### src/rtl/beat_scheduler.sv
// rtl/beat_scheduler.sv - beat timebase sequencer: lead-in, play, pause and done phases over a tick divider
// Optional tempo ramp during play is enabled by defining BEAT_SCHED_SPEEDUP_EN.
module beat_scheduler #(
  parameter int DIV_W      = 4,
  parameter int BEAT_W     = 8,
  parameter int LEADIN     = 3,
  parameter int SONG_BEATS = 64,
  parameter int MIN_DIV    = 2,
  parameter int RAMP_BEATS = 16
) (
  input  logic              clk,
  input  logic              clr_n,
  input  logic              tick_en,
  input  logic              start,
  input  logic              pause_tgl,
  input  logic              stop,
  input  logic [DIV_W-1:0]  tempo,
  output logic              beat,
  output logic              leadin_beat,
  output logic              done,
  output logic [BEAT_W-1:0] beat_idx,
  output logic [2:0]        state,
  output logic [DIV_W-1:0]  cur_div,
  output logic [DIV_W-1:0]  div_cnt
);

  typedef enum logic [2:0] {
    S_IDLE   = 3'd0,
    S_LEADIN = 3'd1,
    S_PLAY   = 3'd2,
    S_PAUSE  = 3'd3,
    S_DONE   = 3'd4
  } state_e;

`ifdef BEAT_SCHED_SPEEDUP_EN
  localparam bit SpeedupEn = 1'b1;
`else
  localparam bit SpeedupEn = 1'b0;
`endif

  localparam int LC_W = (LEADIN < 2) ? 1 : $clog2(LEADIN + 1);
  localparam int RampDiv = (RAMP_BEATS > 0) ? RAMP_BEATS : 1;
  localparam logic [DIV_W-1:0]  MinDiv  = DIV_W'(MIN_DIV);
  localparam logic [LC_W-1:0]   LeadinN = LC_W'(LEADIN);
  localparam logic [BEAT_W-1:0] LastIdx = BEAT_W'(SONG_BEATS - 1);
  localparam logic [BEAT_W-1:0] RampN   = BEAT_W'(RampDiv);
  // With no count-in the song starts straight in play.
  localparam state_e StartState = (LEADIN == 0) ? S_PLAY : S_LEADIN;

  state_e            state_q, state_d;
  state_e            ret_q, ret_d;
  logic              beat_q, beat_d;
  logic              leadin_beat_q, leadin_beat_d;
  logic              done_q, done_d;
  logic [BEAT_W-1:0] idx_q, idx_d;
  logic [LC_W-1:0]   lcnt_q, lcnt_d;
  logic [DIV_W-1:0]  cdiv_q, cdiv_d;
  logic [DIV_W-1:0]  dcnt_q, dcnt_d;
  logic [BEAT_W-1:0] idx_inc;
  logic [LC_W-1:0]   lcnt_inc;
  logic              active;

  always_comb begin
    state_d       = state_q;
    ret_d         = ret_q;
    beat_d        = 1'b0;
    leadin_beat_d = 1'b0;
    done_d        = 1'b0;
    idx_d         = idx_q;
    lcnt_d        = lcnt_q;
    cdiv_d        = cdiv_q;
    dcnt_d        = dcnt_q;
    idx_inc       = idx_q + 1'b1;
    lcnt_inc      = lcnt_q + 1'b1;
    active        = (state_q == S_LEADIN) || (state_q == S_PLAY);

    if (stop) begin
      state_d = S_IDLE;
      idx_d   = '0;
      lcnt_d  = '0;
      dcnt_d  = '0;
    end else if (start && (state_q == S_IDLE || state_q == S_DONE)) begin
      state_d = StartState;
      cdiv_d  = (tempo < MinDiv) ? MinDiv : tempo;
      idx_d   = '0;
      lcnt_d  = '0;
      dcnt_d  = '0;
    end else if (pause_tgl && active) begin
      ret_d   = state_q;
      state_d = S_PAUSE;
    end else if (pause_tgl && state_q == S_PAUSE) begin
      state_d = ret_q;
    end else if (tick_en && active) begin
      if (dcnt_q == cdiv_q) begin
        dcnt_d = '0;
        if (state_q == S_LEADIN) begin
          leadin_beat_d = 1'b1;
          lcnt_d        = lcnt_inc;
          if (lcnt_inc == LeadinN) state_d = S_PLAY;
        end else begin
          beat_d = 1'b1;
          idx_d  = idx_inc;
          if (idx_q == LastIdx) begin
            done_d  = 1'b1;
            state_d = S_DONE;
          end
          // Tempo ramp: the shorter period takes effect from the next beat.
          if (SpeedupEn && idx_inc != '0 && (idx_inc % RampN) == '0 && cdiv_q > MinDiv)
            cdiv_d = cdiv_q - 1'b1;
        end
      end else begin
        dcnt_d = dcnt_q + 1'b1;
      end
    end
  end

  always_ff @(posedge clk or negedge clr_n) begin
    if (!clr_n) begin
      state_q       <= S_IDLE;
      ret_q         <= S_LEADIN;
      beat_q        <= 1'b0;
      leadin_beat_q <= 1'b0;
      done_q        <= 1'b0;
      idx_q         <= '0;
      lcnt_q        <= '0;
      cdiv_q        <= MinDiv;
      dcnt_q        <= '0;
    end else begin
      state_q       <= state_d;
      ret_q         <= ret_d;
      beat_q        <= beat_d;
      leadin_beat_q <= leadin_beat_d;
      done_q        <= done_d;
      idx_q         <= idx_d;
      lcnt_q        <= lcnt_d;
      cdiv_q        <= cdiv_d;
      dcnt_q        <= dcnt_d;
    end
  end

  assign beat        = beat_q;
  assign leadin_beat = leadin_beat_q;
  assign done        = done_q;
  assign beat_idx    = idx_q;
  assign state       = state_q;
  assign cur_div     = cdiv_q;
  assign div_cnt     = dcnt_q;

endmodule

### config.mk
export PLATFORM = sky130hd
export DESIGN_NAME = beat_scheduler
export DESIGN_NICKNAME = d
export VERILOG_FILES = /design/src/rtl/beat_scheduler.sv
export SDC_FILE = /design/constraint.sdc
export NUM_CORES = 1
export LEC_CHECK = 0
export CORE_ASPECT_RATIO = 2
export CORE_MARGIN = 2
export CORE_UTILIZATION = 35
export CTS_CLUSTER_DIAMETER = 40
export DETAILED_ROUTE_END_ITERATION = 7
export HOLD_SLACK_MARGIN = 0.08
export PLACE_DENSITY_LB_ADDON = 0.12
export SLEW_MARGIN = 20
export SYNTH_ARGS = -nofsm -noshare
export SYNTH_HDL_FRONTEND = slang
export SYNTH_SLANG_ARGS = --single-unit
### constraint.sdc
create_clock -name clk -period 2.5 [get_ports clk]
set_clock_uncertainty 0.05 [all_clocks]
set_input_delay 0.5 -clock clk [delete_from_list [all_inputs] [get_ports clk]]
set_output_delay 0.5 -clock clk [all_outputs]
set_load 0.02 [all_outputs]
Word-level counts from Yosys, hierarchy flattened
Index checks and enable logic that the tools add are counted.

operators by class
  magnitude comparators = 1
  reductions and logical operators = 19
  multiplexer cells = 52
  equality and inequality tests = 11
  bitwise operators = 2
  add/subtract/negate cells = 3

operator list
  kind                   number
  $mux W8                7
  $mux W4                7
  $mux W3                9
  $mux W1                22
  $mux W2                7
  $reduce_and A5 Y1      2
  $reduce_bool A5 Y1     2
  $ne A3 B3 Y1 const B   3
  $reduce_bool A3 Y1     3
  $add A8 B1 Y8 const B  1
  $eq A8 B6 Y1 const B   1
  $eq A3 B2 Y1 const B   2
  $ne A6 B5 Y1 const B   1
  $reduce_and A3 Y1      2
  $reduce_bool A6 Y1     1
  $add A4 B1 Y4 const B  1
  $eq A4 B4 Y1           1
  $logic_and A1 B1 Y1    4
  $lt A4 B2 Y1 const B   1
  $reduce_and A4 Y1      1
  $eq A3 B1 Y1 const B   1
  $eq A3 B3 Y1 const B   1
  $logic_not A3 Y1       1
  $add A2 B1 Y2 const B  1
  other kinds (4)        6

storage, ports and cells
  flip-flop bits (word level) = 27
  word-level logic and storage cells = 97
  input port bits = 10
  output and inout bits = 22

Depth between registers and ports, before layout
  depth in word-level cells = 10
  mapped depth = 7
  mapped depth without buffers = 7

Worst setup path after synthesis
Ideal clock, no wire load.

  kind = flip-flop to flip-flop
  start point = register state_q[0], in the netlist state[0]
  end point = register state_q[1], in the netlist state[1]
  data required time = 2,325 ps
  arrival time = 1,890 ps
  slack = 436 ps
  cell stages (with the launch flop) = 7
  setup time = 125 ps
  period minus slack after synthesis = 2,064 ps
  buffers on the path = 1
  path through = dfrtp_1 > buf_4 > nor3b_4 > a2111oi_0 > a211oi_1 > o21ba_2 > mux2_2

between the ends
  longest elaborated chain between the ends = 8
  elaborated cells between the ends (all ways) = 23
  classes of those cells = eq/ne: 5; mux: 7; reduce/logical: 11

RTL lines
  item                      RTL line  text
  start: declaration        50        state_e state_q, state_d;
  start signal: assignment  129       state_q <= state_d;
  $eq A3 B1 Y1              75, 96
  $mux W3                   96        if (state_q == S_LEADIN) begin
  $mux W3                   94        if (dcnt_q == cdiv_q) begin
  $mux W3                   93        end else if (tick_en && active) begin
  $mux W3                   91        end else if (pause_tgl && state_q == S_PAUSE) begin
  $mux W3                   88        end else if (pause_tgl && active) begin
  $mux W3                   82        end else if (start && (state_q == S_IDLE || state_q == S_DONE)) begin
  $mux W3                   77        if (stop) begin

Parallel ways exist; a longest one is shown, timed or not. The select of a mux whose other input is x is not followed.
A chain may end at the register's enable or synchronous reset.

Final worst setup path
  start point = register state_q[1], in the netlist state[1]
  end point = output port state[1]

RTL lines
  item              RTL line  text
  end: declaration  22        output logic [2:0] state,

No word-level cell between the ends.

==> metrics.log <==
INFO  metric die_x = 50.0 µm
INFO  metric core_area = 0.00409 mm²
INFO  metric crit_path_cell_trace = clkdlybuf4s50_1
INFO  metric unrepaired_setup_endpoints_after_global_routing = false
INFO  metric critPathTopFamily = buffers and inverters
INFO  metric die_area = 0.00481 mm²
INFO  metric netlist.area_leader.share = 0.422
INFO  metric final_net_count = 200
INFO  metric io_buffers = 31
INFO  metric ctsResizeCount = 0
INFO  metric vias_in_the_first_global_route = 1202
INFO  metric placer_s_final_routability_congestion_estimate = 0.805
INFO  metric pwr-share-comb = 0.424
INFO  metric stdcell_count = 238
INFO  metric layout.filler_cells = 381
INFO  metric netlist_instances = 153
INFO  metric layout_worst_path_cycle_share = 0.855
INFO  metric syn_avg_cell_area = 9.70 µm²
INFO  metric yosysWarningCount = 0
INFO  metric top_usage_layer_grt = met2
INFO  metric worst_skew_pair.late_latency = 0.27 ns
INFO  metric synth_async_sr_flop_share = 1.00
INFO  metric critPathCaptureType = primary output
INFO  metric power.sequential.fraction = 0.414
INFO  metric route.final.wire_length = 3.51 mm
INFO  metric classification_of_the_worst_setup_path = flip-flop to primary output
INFO  metric post_cts_hold_buffer_count = 0
INFO  metric area.growth.synth_to_final = 28.6%
INFO  metric timing.hold.worst.class = flip-flop to flip-flop
INFO  metric maximum_number_of_pins_on_one_net_before_global_route_repair = 28
INFO  metric cts.root.buffer_cell = sky130_fd_sc_hd__clkbuf_8
INFO  metric h-tree-depth = 1
INFO  metric final_core_util = 0.467
INFO  metric worst_setup_path_start_kind = flip-flop
INFO  metric dpl.hpwl = 2.78 mm
INFO  metric grt_overflow_total = 0
INFO  metric ys.flop_type = sky130_fd_sc_hd__dfrtp_1
INFO  metric num_antenna_cells = 0
INFO  metric edff_count_synth = 0
INFO  metric cp_data_arrival_time = 1.59 ns
INFO  metric timing.max_slew.rel_slack = 0.663
INFO  metric cts.sink_count = 27
INFO  metric synth_commonest_cells = 25 x sky130_fd_sc_hd__dfrtp_1, 22 x sky130_fd_sc_hd__nor2_1, 12 x sky130_fd_sc_hd__a21oi_1
INFO  metric internal_power = 0.911 mW
INFO  metric slew_violations = 0
INFO  metric dr.pass1.iters = 5
INFO  metric worstPathBufferInverterCount = 1
INFO  metric worst_pin_slew = 0.501 ns
INFO  metric synthesis.nets = 166
INFO  metric setup-violations-final = 0
INFO  metric switching_power = 0.602 mW
INFO  metric grtUsageTotal = 0.160
INFO  metric dr.first_iter.drc_count = 26
INFO  metric maxCapViolCount = 0
INFO  metric postCtsSetupBuffers = 0
INFO  metric slowest_delay = 0.69 ns
INFO  metric pin_count = 32
INFO  metric number_of_antenna_violations_at_the_first_check_in_global_routing = 0
INFO  metric clock_tree.buffer_depth = 2
INFO  metric placed_cell_area = 0.00186 mm²
INFO  metric critical_path_required = 1.95 ns
INFO  metric post-route-cell-area = 0.00191 mm²
INFO  metric place.detailed.instances = 234
INFO  metric status = complete, no violations
INFO  metric drt-wirelength-per-cell = 14.7 µm
INFO  metric maxClockFrequency = 468 MHz
INFO  metric detail_route.vias_per_cell = 5.15
INFO  metric global_route.usage.met3 = 0.0171
INFO  metric drive_above_1_share = 0.118
INFO  metric hold_viol = 0
INFO  metric cts_inserted_buffers = 3
INFO  metric netlist_area = 0.00148 mm²
INFO  metric power_leakage = 0.760 nW
INFO  metric synth_cell_type_count = 44
INFO  metric tritoncts = yes
INFO  metric synth_sequential_area_ratio = 0.457
INFO  metric peakVddDrop = 0.589 mV
INFO  metric cell_type_with_the_highest_aggregate_area_in_the_netlist = sky130_fd_sc_hd__dfrtp_1
INFO  metric floorplan.rows = 33
INFO  metric floorplan.initialDensity = 0.363
INFO  metric share_of_total_power_in_the_clock_network = 0.162
INFO  metric ys_ff_latch = 27
INFO  metric synth_most_common_cell = sky130_fd_sc_hd__dfrtp_1
INFO  metric period_minus_slack = 2.14 ns
INFO  metric vias = 1226
INFO  metric fp.dieH = 96.1 µm
INFO  metric p_per_area = 793 mW/mm²
INFO  metric gr-usage-met1 = 0.169
INFO  metric netlist_top_cells_area = sky130_fd_sc_hd__dfrtp_1 42%, sky130_fd_sc_hd__nor2_1 5.6%, sky130_fd_sc_hd__xor2_1 4.7%
INFO  metric worst_path_max_delay_cell = sky130_fd_sc_hd__clkdlybuf4s50_1
INFO  metric grt_first_pass_wirelength = 5.76 mm
INFO  metric ant_nets = 0
INFO  metric switching_share = 0.398
INFO  metric setup_tns = 0 ns
INFO  metric clkTransAtPathRegs = 0.09 ns
INFO  metric gr-usage-met2 = 0.316
INFO  metric worst-path-max-fanout = 13
INFO  metric drt_drc_violations_left = 0
[flip-flops by register name, summed over array words and instances, names as in the netlist]
register and cells:
leadin_beat 1, ret_q 3, done 1, state 3, lcnt_q 2, beat 1
cur_div 4, beat_idx 8, div_cnt 4
[worst paths after layout]
check                                     start                endpoint  slack [ns]  depth (start not counted)
max                        state[1]$_DFFE_PN0P_                state[1]        0.36                          1
min                        ret_q[2]$_DFFE_PN0P_    ret_q[2]$_DFFE_PN0P_        0.45                          1
max reg2reg                state[1]$_DFFE_PN0P_    state[1]$_DFFE_PN0P_        0.37                          5
min reg2reg                ret_q[2]$_DFFE_PN0P_    ret_q[2]$_DFFE_PN0P_        0.45                          1
max in group asynchronous                 clr_n    ret_q[0]$_DFFE_PN1P_        1.55                          2
min in group asynchronous                 clr_n  cur_div[2]$_DFFE_PN0P_        0.55                          2
[metrics by stage]
stage / power [mW] / hold slack (ns) / setup WS [ns]
detailed placement: 1.28 / 0.430 / 0.135
CTS: 1.53 / 0.451 / 0.347
floorplan: 1.04 / 0.154 / 0.436
global route: 1.62 / 0.470 / 0.201
global placement: 1.27 / 0.432 / 0.185
finish: 1.51 / 0.453 / 0.362
[layer usage]
| layer | vias to the layer above | part of all wire |
|---|---|---|
| li1 | 597 | - |
| met1 | 586 | 0.36 |
| met2 | 39 | 0.59 |
| met3 | 4 | 0.033 |
| met4 | 0 | 0.014 |
| met5 | - | 0 |
[cell usage in the layout (no fill, tap or decap), types with 2 or more instances in the layout]
cell	synthesis	layout
sky130_fd_sc_hd__a2111oi_0	2	2
sky130_fd_sc_hd__a21oi_1	12	12
sky130_fd_sc_hd__and2_1	2	2
sky130_fd_sc_hd__buf_4	1	5
sky130_fd_sc_hd__clkbuf_8	0	3
sky130_fd_sc_hd__clkdlybuf4s50_1	0	31
sky130_fd_sc_hd__dfrtp_1	25	25
sky130_fd_sc_hd__dfstp_2	2	2
sky130_fd_sc_hd__ha_1	3	3
sky130_fd_sc_hd__inv_1	6	6
sky130_fd_sc_hd__mux2_2	3	3
sky130_fd_sc_hd__nand2_1	10	10
sky130_fd_sc_hd__nand3_1	7	7
sky130_fd_sc_hd__nand3b_1	2	2
sky130_fd_sc_hd__nand4b_1	2	2
sky130_fd_sc_hd__nor2_1	22	22
sky130_fd_sc_hd__nor2b_1	2	2
sky130_fd_sc_hd__nor4_4	2	2
sky130_fd_sc_hd__o21ai_0	9	9
sky130_fd_sc_hd__or2_2	2	2
sky130_fd_sc_hd__xnor2_1	4	4
sky130_fd_sc_hd__xor2_1	8	8
[kinds of logic after synthesis]
kind of cell | count (synthesis) | share of synthesized area
flops | 27 | 0.457
simple gates | 63 | 0.253
xor+xnor | 12 | 0.0708
buf+inv | 13 | 0.0379
mux | 4 | 0.0295
compound gates | 31 | 0.126
fa+ha+maj | 3 | 0.0253
[cell type report]
type,count,area (µm²),share of cell area
Tap cell,52,65.1,0.0341
Multi-Input combinational cell,113,749,0.393
Inverter,6,22.5,0.0118
Timing Repair Buffer,36,348,0.182
Sequential cell,27,678,0.355
Clock buffer,4,45.0,0.0236
[power by group through the flow]
stage | combinational, mW | clock, mW | sequential [mW]
after CTS | 0.649 | 0.255 | 0.630
after floorplan | 0.405 | 0 | 0.635
after detailed placement | 0.646 | 0 | 0.638
after global placement | 0.639 | 0 | 0.634
final | 0.642 | 0.245 | 0.626
after global routing | 0.704 | 0.275 | 0.641
(Power assumes the default switching activity.)
